===== src/rtl/button_event_decoder.sv =====
// ---------------------------------------------------------------------------
// button_event_decoder
//
// Turns the debounced button level into single-cycle event pulses. Press and
// release ticks come from the edges of db_in. A release before the long
// threshold also gives a short tick. A hold that reaches LONG_MS gives a long
// tick, and after that a repeat tick every REPEAT_MS until release. The block
// also keeps an 8-bit wrapping press counter and a "held" level.
//
// Ports:
//   clk           system clock, rising edge
//   reset         asynchronous, active-high reset
//   db_in         debounced button level (1 = pressed), synchronous to clk
//   press_tick    one-cycle pulse on each press
//   release_tick  one-cycle pulse on each release
//   short_tick    one-cycle pulse on a release before the long threshold
//   long_tick     one-cycle pulse when the hold reaches LONG_MS
//   repeat_tick   one-cycle pulse every REPEAT_MS while long-held
//   held          1 while a press is in progress (PRESSED or LONG)
//   press_count   number of presses, wraps at 256
//
// FSM states:
//   state   | meaning
//   --------+-----------------------------------------------------------
//   IDLE    | button released, waiting for a rising edge
//   PRESSED | button down, hold time still below LONG_MS
//   LONG    | button down past LONG_MS, repeat ticks running
// ---------------------------------------------------------------------------
module button_event_decoder #(
  parameter int CLK_PER_MS = 50000,
  parameter int LONG_MS    = 1000,
  parameter int REPEAT_MS  = 200
) (
  input  logic       clk,
  input  logic       reset,
  input  logic       db_in,
  output logic       press_tick,
  output logic       release_tick,
  output logic       short_tick,
  output logic       long_tick,
  output logic       repeat_tick,
  output logic       held,
  output logic [7:0] press_count
);

  localparam int PW = $clog2(CLK_PER_MS);
  localparam int HW = $clog2(LONG_MS);
  localparam int RW = $clog2(REPEAT_MS + 1);

  localparam logic [PW-1:0] PRE_LAST  = PW'(CLK_PER_MS - 1);
  localparam logic [HW-1:0] HOLD_LAST = HW'(LONG_MS - 1);
  localparam logic [RW-1:0] RPT_LAST  = RW'(REPEAT_MS - 1);

  typedef enum logic [1:0] {
    IDLE    = 2'b00,
    PRESSED = 2'b01,
    LONG    = 2'b10
  } state_t;

  state_t        state;
  logic          in_d;
  logic [PW-1:0] prescaler;
  logic [HW-1:0] hold_ms;
  logic [RW-1:0] rpt_ms;

  logic rise;
  logic fall;
  logic ms_tick;

  assign rise    = db_in & ~in_d;
  assign fall    = ~db_in & in_d;
  assign ms_tick = (prescaler == PRE_LAST);

  // The prescaler restarts on every press. This keeps the millisecond
  // boundaries aligned to the press edge, so hold timing does not depend on
  // where the free-running count happened to be.
  always_ff @(posedge clk or posedge reset) begin
    if (reset) begin
      in_d      <= 1'b0;
      prescaler <= '0;
    end else begin
      in_d <= db_in;
      if (rise || ms_tick) begin
        prescaler <= '0;
      end else begin
        prescaler <= prescaler + PW'(1);
      end
    end
  end

  always_ff @(posedge clk or posedge reset) begin
    if (reset) begin
      state        <= IDLE;
      press_tick   <= 1'b0;
      release_tick <= 1'b0;
      short_tick   <= 1'b0;
      long_tick    <= 1'b0;
      repeat_tick  <= 1'b0;
      held         <= 1'b0;
      press_count  <= 8'd0;
      hold_ms      <= '0;
      rpt_ms       <= '0;
    end else begin
      press_tick   <= 1'b0;
      release_tick <= 1'b0;
      short_tick   <= 1'b0;
      long_tick    <= 1'b0;
      repeat_tick  <= 1'b0;

      case (state)
        IDLE: begin
          held <= 1'b0;
          if (rise) begin
            state       <= PRESSED;
            press_tick  <= 1'b1;
            press_count <= press_count + 8'd1;
            hold_ms     <= '0;
            held        <= 1'b1;
          end
        end

        // A release wins over the long threshold in the same cycle, so a
        // release at exactly LONG_MS still counts as a short press.
        PRESSED: begin
          held <= 1'b1;
          if (fall) begin
            state        <= IDLE;
            release_tick <= 1'b1;
            short_tick   <= 1'b1;
            held         <= 1'b0;
          end else if (ms_tick) begin
            if (hold_ms == HOLD_LAST) begin
              state     <= LONG;
              long_tick <= 1'b1;
              rpt_ms    <= '0;
            end else begin
              hold_ms <= hold_ms + HW'(1);
            end
          end
        end

        LONG: begin
          held <= 1'b1;
          if (fall) begin
            state        <= IDLE;
            release_tick <= 1'b1;
            held         <= 1'b0;
          end else if (ms_tick) begin
            if (rpt_ms == RPT_LAST) begin
              repeat_tick <= 1'b1;
              rpt_ms      <= '0;
            end else begin
              rpt_ms <= rpt_ms + RW'(1);
            end
          end
        end

        // Unused encoding: recover silently to IDLE.
        default: begin
          state <= IDLE;
          held  <= 1'b0;
        end
      endcase
    end
  end

endmodule

===== config.mk =====
export PLATFORM = sky130hd
export DESIGN_NAME = button_event_decoder
export DESIGN_NICKNAME = d
export VERILOG_FILES = /design/src/rtl/button_event_decoder.sv
export SDC_FILE = /design/constraint.sdc
export NUM_CORES = 1
export LEC_CHECK = 0
export CELL_PAD_IN_SITES_DETAIL_PLACEMENT = 0
export CELL_PAD_IN_SITES_GLOBAL_PLACEMENT = 2
export CORE_ASPECT_RATIO = 1.25
export CORE_MARGIN = 2
export CORE_UTILIZATION = 34
export CTS_CLUSTER_DIAMETER = 40
export DETAILED_ROUTE_END_ITERATION = 10
export PLACE_DENSITY_LB_ADDON = 0.1
export SETUP_SLACK_MARGIN = 0.3
export SYNTH_ARGS = -nofsm -noshare
export SYNTH_HDL_FRONTEND = slang
export SYNTH_SLANG_ARGS = --single-unit

===== constraint.sdc =====
create_clock -name clk -period 2.6 [get_ports clk]
set_clock_uncertainty 0.05 [all_clocks]
set_input_delay 0.39 -clock clk [delete_from_list [all_inputs] [get_ports clk]]
set_output_delay 0.39 -clock clk [all_outputs]
set_load 0.03 [all_outputs]

# Word level (Yosys, flattened, before mapping)

Cells that the tools add are included.

$add $sub $neg: 4
Bitwise gates (word level): 4
Reductions and logical operators: 9
Equal/unequal tests: 15
Muxes and demuxes: 34

Operators with widths:

| operator                                      | number |
|---|---|
| two-way mux 8 bit                             | 6 |
| two-way mux 10 bit                            | 4 |
| case mux 10 bit (2 select lines)              | 1 |
| adder 16 x 1 -> 16 bit, second input constant | 1 |
| adder 8 x 1 -> 8 bit, second input constant   | 2 |
| == test 16 bit, second input constant         | 1 |
| two-way mux 16 bit                            | 1 |
| != test 2 bit, second input constant          | 8 |
| case mux 8 bit (2 select lines)               | 1 |
| two-way mux 1 bit                             | 14 |
| adder 10 x 1 -> 10 bit, second input constant | 1 |
| == test 10 bit, second input constant         | 1 |
| two-way mux 2 bit                             | 5 |
| == test 8 bit, second input constant          | 1 |
| != test 3 bit, second input constant          | 2 |
| case mux 2 bit (3 select lines)               | 1 |
| AND reduction 6 bit                           | 1 |
| AND reduction 5 bit                           | 1 |
| AND reduction 4 bit                           | 1 |
| nonzero test 2 bit                            | 2 |
| bitwise AND 1 bit                             | 2 |
| == test 2 x 1 -> 1 bit, second input constant | 1 |
| == test 2 bit, second input constant          | 1 |
| zero test 2 bit                               | 1 |
| other kinds (5)                               | 6 |

Bits of input ports: 3
Logic and storage cells: 78
Bits in registers: 51

# Logic depth before layout (Yosys ltp)

Gate-level depths: netlist of run 1.

Depth in word-level cells: 5
Mapped depth: 8

# Worst setup path after synthesis of run 1

OpenSTA, ideal clock, no wires.

Path kind: register to register
Start: register state[1]
End: register rpt_ms[6]
Slack: 145 ps
Arrival: 2302 ps
Required time: 2446 ps
Setup time: 104 ps
Period minus slack after synthesis: 2455 ps
Stages on the path, launching flop included: 9
Cells stage by stage: dfrtp_1 -> inv_1 -> ha_1 -> buf_6 -> inv_1 -> or4_1 -> a211o_2 -> or2_4 -> o41ai_2

Word-level cells in the longest chain between the ends: 3
Elaborated cells between the ends (all ways): 10

Ends and longest elaborated chain:

| what                                                                 | RTL line | RTL |
|---|---|---|
| from (decl)                                                          | 60       | `state_t state;` |
| from (signal assigned)                                               | 93       | `state <= IDLE;` |
| from (signal assigned)                                               | 114      | `state <= PRESSED;` |
| from (signal assigned)                                               | 127      | `state <= IDLE;` |
| == test 2 x 1 -> 1 bit / == test 2 bit (equally long branches)       | 110      | `case (state)` |
| != test 2 bit (no line) / nonzero test 2 bit (equally long branches) | -        |  |
| AND reduction 6 bit (no line)                                        | -        |  |
| to (signal assigned)                                                 | 153      | `rpt_ms <= rpt_ms + RW'(1);` |
| to (decl)                                                            | 64       | `logic [RW-1:0] rpt_ms;` |

Several ways; a longest one is shown, not always the timed one.
A chain may end at the register's enable or synchronous reset.

# Final worst setup path of run 1

Start: register hold_ms[4]
End: register rpt_ms[6]

Word-level cells in the longest chain between the ends: 3

Ends and longest elaborated chain:

| what                          | RTL line | RTL |
|---|---|---|
| from (decl)                   | 63       | `logic [HW-1:0] hold_ms;` |
| from (signal assigned)        | 137      | `hold_ms <= hold_ms + HW'(1);` |
| == test 10 bit                | 132      | `if (hold_ms == HOLD_LAST) begin` |
| != test 2 bit (no line)       | -        |  |
| AND reduction 6 bit (no line) | -        |  |

Every way passes these cells.

==> results of run 1 <==
==> logic make-up after synthesis <==
family / Yosys count / synth area share (%)
flops: 51 / 49.2
buf+inv: 12 / 2.41
xor+xnor: 22 / 7.43
compound gates: 44 / 11.2
mux: 3 / 1.21
fa+ha+maj: 9 / 4.34
simple gates: 122 / 24.2
==> where the power goes <==
group | switching [µW] | total [µW] | internal (µW)
Sequential | 78.3 | 949 | 871
Combinational | 296 | 517 | 221
Clock | 288 | 579 | 290
==> metrics by stage <==
step | instance area (µm²) | std cells | total power [µW] | setup WS, ns
after floorplan | 2600 | 263 | 1280 | 0.328
after global placement | 2930 | 377 | 1460 | 0.234
after detailed placement | 2930 | 377 | 1450 | 0.200
after CTS | 3130 | 392 | 2050 | 0.280
after global routing | 3300 | 406 | 2180 | 0.245
final | 3300 | 406 | 2050 | 0.298
==> repair_timing <==
action,4_1_cts,5_1_grt
endpoints found under the setup margin,7,14
hold buffers,0,0
hold endpoints to repair,0,0
gates resized for setup,8,16
pin swaps,2,11
buffers inserted,7,14
cloned,0,0
==> final cells by class <==
class | count | area, µm² | share of cell area [%]
clock buffer | 5 | 68.8 | 2.08
timing repair buffer | 47 | 409 | 12.4
clock inverter | 3 | 46.3 | 1.40
inverter | 8 | 30.0 | 0.909
sequential | 51 | 1280 | 38.8
multi-input combinational | 200 | 1350 | 41.0
tap | 92 | 115 | 3.48
==> worst max-delay path, stage by stage (launching register included) <==
cell and delay (ns):
dfrtp_1 0.40, or3b_4 0.39, or4_4 0.49, a211o_4 0.37, or2_4 0.30, o41ai_4 0.20
==> placed cells by master, fill, tap and decap left out, types with 3 or more instances in the layout <==
cell / count
a21o_1: 4
dfrtp_1: 48
clkdlybuf4s50_1: 16
nand2_1: 29
dfrtp_2: 3
nand3_1: 18
ha_1: 6
inv_1: 5
inv_2: 3
nor2b_1: 3
a21oi_1: 9
and3_1: 6
o211ai_1: 3
nor3_1: 3
xnor2_1: 12
or2_2: 5
xor2_1: 10
buf_4: 29
nand4_1: 5
nor2_1: 29
o21ai_0: 11
clkbuf_8: 5
nor4_1: 3
==> layer usage <==
metal	vias to the layer above	track usage (%)
met4	0	4.23
met1	968	20.4
li1	1021	-
met3	5	2.94
met2	19	24.8
met5	-	0
==> worst max-delay path by stage <==
stage                                 from                      to  slack [ns]  cells after the start
floorplan           hold_ms[4]$_DFFE_PP0P_   rpt_ms[3]$_DFFE_PP0P_        0.33                      5
global placement    hold_ms[4]$_DFFE_PP0P_   rpt_ms[5]$_DFFE_PP0P_        0.23                      5
detailed placement  hold_ms[4]$_DFFE_PP0P_   rpt_ms[5]$_DFFE_PP0P_        0.20                      5
CTS                 hold_ms[4]$_DFFE_PP0P_   rpt_ms[4]$_DFFE_PP0P_        0.28                      5
global route        prescaler[1]$_DFF_PP0_  hold_ms[9]$_DFFE_PP0P_        0.24                      8
finish              hold_ms[4]$_DFFE_PP0P_   rpt_ms[6]$_DFFE_PP0P_        0.30                      5
==> flip-flops by register name, indices dropped and copies added (netlist names) <==
signal	cells
prescaler	16
hold_ms	10
press_count	8
rpt_ms	8
state	2
held	1
in_d	1
long_tick	1
press_tick	1
release_tick	1
repeat_tick	1
short_tick	1
==> summary.md, run 1 <==
| Metric | Value |
|---|---|
| Max-slew headroom | between 60 and 70% |
| Final-report hold violation count | 0 |
| Die Y | 102 µm |
| First-pass GRT wire length | ~10 mm |
| # port buffers | 16 |
| Power per cell area | 619 nW/µm² |
| Post-synth EDFFs | 0 |
| Pleak | 0.00144 µW |
| Met1 WL | around 2.8 mm |
| FF-to-FF Start | hold_ms[4]$_DFFE_PP0P_ |
| Period utilisation layout | about 90% |
| GRT Resource Usage Total | 15.2% |
| Metal3 WL | around 110 µm |
| Ys flop type | dfrtp_1 |
| Worst Tran Pin Value | 0.570 ns |
| Layout cells sized above 1 | 23.9% |
| Crit path kind | flop to flop |
| Register area share after synthesis | 49.2% |
| Die width | 82.1 µm |
| R2r endpoint | rpt_ms[6]$_DFFE_PP0P_ |
| Initial antenna violation count | 0 |
| Clock buffer count from CTS | 5 |
| Std cell rows | 35 |
| Fin Hold WS | ~0.38 ns |
| Nets@finish | 325 |
| # DRC | 0 |
| CORE AREA | 7400 µm² |
| Final Max Tran Viols | 0 |
| Flops & latches, synth | 51 |
| Fmax | 434 MHz |
| Largest net degree at the start of global routing | 52 |
| Routed WL per cell | around 14 µm |
| Routed via count | just over 2,000 |
| Diode count | 0 |
| Async set or reset register ratio after synthesis | 100% |
| Top cells by count, synth | dfrtp_1, nand2_1, nor2_1, nand3_1, o21ai_0 |
| Initial Util | about a third |
| Setup TNS | 0 ns |
| Reg2Reg Setup Slack | 0.30 ns |
| Initial DRC Count | 111 |
| Clock sinks | 51 |
| Grt total ovfl | 0 |
| Mean Syn Cell Area | 9.86 µm² |
| Most frequent cell after synthesis | dfrtp_1 |
| Gpl congestion | 0.757 |
| Critical path launch point type | flop |
| R2R depth | 5 |
| Yosys cell types | 46 |
| Clk root buf | clkbuf_8 |
| Number of global-route vias before repair | between 2,000 and 2,500 |
| Syn Nets | 275 |
| CTS max path bufs | 2 |
| Max Cap Viol | 0 |
| Maximum vdd drop | about 0.00027 V |
| Mapped cell area | 2590 µm² |
| Required time worst endpoint | roughly 2.8 ns |
| WL final | about 5.7 mm |
| Critical path peak fanout | 5 |
| Synth Instances | 263 |
| Yosys warns | 0 |
| Ranking of synthesized cells by area | dfrtp_1, ha_1, nand2_1 |
| Clock latency on the worst-skew pair | a little over 0.3 ns |
| Min Tclk post-route | 2.30 ns |
| Via/cell ratio | around 5.0 |
| Setup violators final | 0 |
| Total die area | 8340 µm² |
| Top cell type's share of synthesized area | 49.2% |
| RSZ-0062 raised after global routing | true |
| Outcome | completed |
| CTS tree | done |
| Hold Crit Class | primary input to async pin |
| Hpwl dp | 3.77 mm |
| Endpoint type of the worst setup path | flop |
| Fin util | about 45% |
| Fill cells | 745 |
| H-tree Lvls | 2 |
| Clock transition at path regs | 0.11 ns |
| Antenna viol nets, final | 0 |
| Yosys top cell by area | dfrtp_1 |
| Drt pass-1 iters | 4 |
| Critical Path AT | 2.46 ns |
| Area delta synth->final | 27.4% |
| DR top layer | met4 |
| Routed length on met2 | roughly 2.7 mm |
| Io pins | 17 |
Power figures use the tool's default switching activity.
==> inputs of run 2 (changes only) <==
--- a/config.mk
+++ b/config.mk
@@ -13,7 +13,6 @@
 export CTS_CLUSTER_DIAMETER = 40
 export DETAILED_ROUTE_END_ITERATION = 10
 export PLACE_DENSITY_LB_ADDON = 0.1
-export SETUP_SLACK_MARGIN = 0.3
 export SYNTH_ARGS = -nofsm -noshare
 export SYNTH_HDL_FRONTEND = slang
 export SYNTH_SLANG_ARGS = --single-unit
==> run 2 against run 1 <==
Effect of this change: worst hold slack worse by 0.016 ns; critical endpoint unchanged; via count down 2.4%; count of clock-buffer cells in the layout unchanged; highest routed layer unchanged.
==> summary.md, run 2 (same netlist as run 1, synthesis figures left out) <==
| Metric | Value |
|---|---|
| Clock latency on the worst-skew pair | 0.30 ns |
| Die width | 82.1 µm |
| Hold-fix buffers, CTS | 0 |
| Critical path peak fanout | 7 |
| Area delta synth->final | 16.2% |
| CTS max path bufs | 2 |
| Max-slew headroom | 65.0% |
| Setup TNS | 0 ns |
| Critical path launch point type | flop |
| # port buffers | 16 |
| Nets@finish | 305 |
| CTS tree | done |
| Endpoint type of the worst setup path | flop |
| Post-CTS setup buffers | 0 |
| Max Cap Viol | 0 |
| Initial antenna violation count | 0 |
| Outcome | completed |
| Seq pwr share | about half |
| Final-report hold violation count | 0 |
| Post-CTS Resized | 0 |
| H-tree Lvls | 2 |
| Commonest cells after routing, fill and taps aside | dfrtp_1, nand2_1, nor2_1 |
| Number of global-route vias before repair | slightly below 2,000 |
| Grt total ovfl | 0 |
| Power per cell area | 628 nW/µm² |
| Most common cell after layout, fill and taps aside | dfrtp_1 |
| Fin Hold WS | 0.366 ns |
| # DRC | 0 |
| Std cell rows | 35 |
| Fmax | 417 MHz |
| Sum of buffers and inverters on the critical path | 0 |
| Antenna viol nets, final | 0 |
| Combinational power share | between 20% and 30% |
| Clock sinks | between 50 and 60 |
| Switch share | 33.2% |
| Crit path kind | flop to flop |
| Total die area | 8340 µm² |
| Highest-delay cell along the critical path | dfrtp_1 |
| Clock buffer count from CTS | 5 |
| Required time worst endpoint | between 2 and 3 ns |
| Switching pwr | about 630 µW |
| Maximum vdd drop | 0.000254 V |
| Initial Util | 35.0% |
| WL final | 5.41 mm |
| Layout cells sized above 1 | 11.9% |
| Setup violators final | 0 |
| Diode count | 0 |
| Io pins | 17 |
| Delay-heaviest family, CP | simple AND/OR/NAND/NOR gates |
| Pleak | 0.00132 µW |
| Largest net degree at the start of global routing | 32 |
| Worst-path cell chain | or3b_1, or4_1, a211o_2, or2_4, o41ai_2 |
| Clock transition at path regs | about 0.090 ns |
| Clk root buf | clkbuf_8 |
| Pre-CTS WS | 0.208 ns |
| Hpwl dp | 4.07 mm |
| GRT Resource Usage Total | ~15% |
| Min Tclk post-route | 2.40 ns |
| Period utilisation layout | 92.3% |
| Routed WL per cell | 14.0 µm |
| Largest registers | prescaler (16), hold_ms (10) |
| Setup WS post-layout | roughly 0.2 ns |
| Top reg by flops | prescaler |
| Final Max Tran Viols | 0 |
| Drt pass-1 iters | 4 |
| Internal power | roughly 1300 µW |
| RSZ-0062 raised after global routing | false |
| Critical Path AT | 2.55 ns |
| Max FFs per register | 16 |
| Worst Tran Pin Value | 0.520 ns |
| Routed via count | around 2,000 |
| Max incr delay on CP | 0.46 ns |
| Hold Crit Class | primary input to async pin |
| First-pass GRT wire length | 9.52 mm |
| Initial DRC Count | 72 |
| CORE AREA | about 7400 µm² |
| Power share of the clock group | a little under a quarter |
| Via/cell ratio | between 5 and 6 |
| Gpl congestion | between 0.7 and 0.8 |
| Die Y | 102 µm |
[run 2: changes by cell type in the layout (fill, tap and decap cells not counted), moves of 3 or more]
| cell | previous run | this run |
|---|---|---|
| dfrtp_1 | 48 | 51 |
| dfrtp_2 | 3 | 0 |
| ha_1 | 6 | 9 |
| o31ai_1 | 1 | 4 |
| buf_4 | 29 | 10 |
| o21ai_0 | 11 | 14 |
[run 2: path summary, 6_finish.rpt]
| kind | depth (start not counted) | start | to | slack, ns |
|---|---|---|---|---|
| worst max-delay path | 5 | hold_ms[3]$_DFFE_PP0P_ | rpt_ms[6]$_DFFE_PP0P_ | 0.20 |
| worst min-delay path | 2 | reset | press_tick$_DFF_PP0_ | 0.37 |
| worst max register to register | 5 | hold_ms[3]$_DFFE_PP0P_ | rpt_ms[6]$_DFFE_PP0P_ | 0.20 |
| worst min register to register | 1 | press_count[7]$_DFFE_PP0P_ | press_count[7]$_DFFE_PP0P_ | 0.43 |
| max in group asynchronous | 3 | reset | rpt_ms[7]$_DFFE_PP0P_ | 1.61 |
| min in group clk | 1 | press_count[7]$_DFFE_PP0P_ | press_count[7]$_DFFE_PP0P_ | 0.43 |
[run 2: per-layer routing]
metal | GRT usage [%] | up-vias | routed length [µm]
li1 | - | 983 | -
met1 | 18.7 | 962 | 2490
met5 | 0 | - | 0
met3 | 2.76 | 6 | 76
met2 | 25.1 | 14 | 2770
met4 | 4.62 | 0 | 72
[run 2: layout make-up]
class,instances,area (µm²)
fillers,753,4390
flip-flops and latches,51,1280
multi-input cells,200,1250
repair buffers,27,255
well taps,92,115
clock buffers,5,68.8
inverters,8,30.0
clock inverters,2,13.8
[run 2: power groups by stage]
stage	clock, µW	sequential, µW	combinational [µW]
4_1_cts	470	948	505
5_1_grt	510	959	544
2_1_floorplan	0	1040	231
6_report	451	947	495
3_5_place_dp	0	964	503
3_3_place_gp	0	962	514
[run 2: per-stage QoR]
stage	util (%)	total power, µW	cells	cell area (µm²)
after floorplan	-	1280	263	2590
after global placement	39.6	1480	378	2930
after detailed placement	39.6	1470	378	2930
after CTS	40.7	1920	385	3010
after global routing	40.7	2010	385	3010
final	40.7	1890	385	3010
==> inputs of run 3 (changes only) <==
--- a/config.mk
+++ b/config.mk
@@ -11,8 +11,11 @@
 export CORE_MARGIN = 2
 export CORE_UTILIZATION = 34
 export CTS_CLUSTER_DIAMETER = 40
+export CTS_CLUSTER_SIZE = 25
 export DETAILED_ROUTE_END_ITERATION = 10
+export HOLD_SLACK_MARGIN = 0.08
 export PLACE_DENSITY_LB_ADDON = 0.1
 export SYNTH_ARGS = -nofsm -noshare
 export SYNTH_HDL_FRONTEND = slang
 export SYNTH_SLANG_ARGS = --single-unit
+export TNS_END_PERCENT = 50
==> results of run 3 <==
Final layout, timing and power as in run 2 (identical DEF).
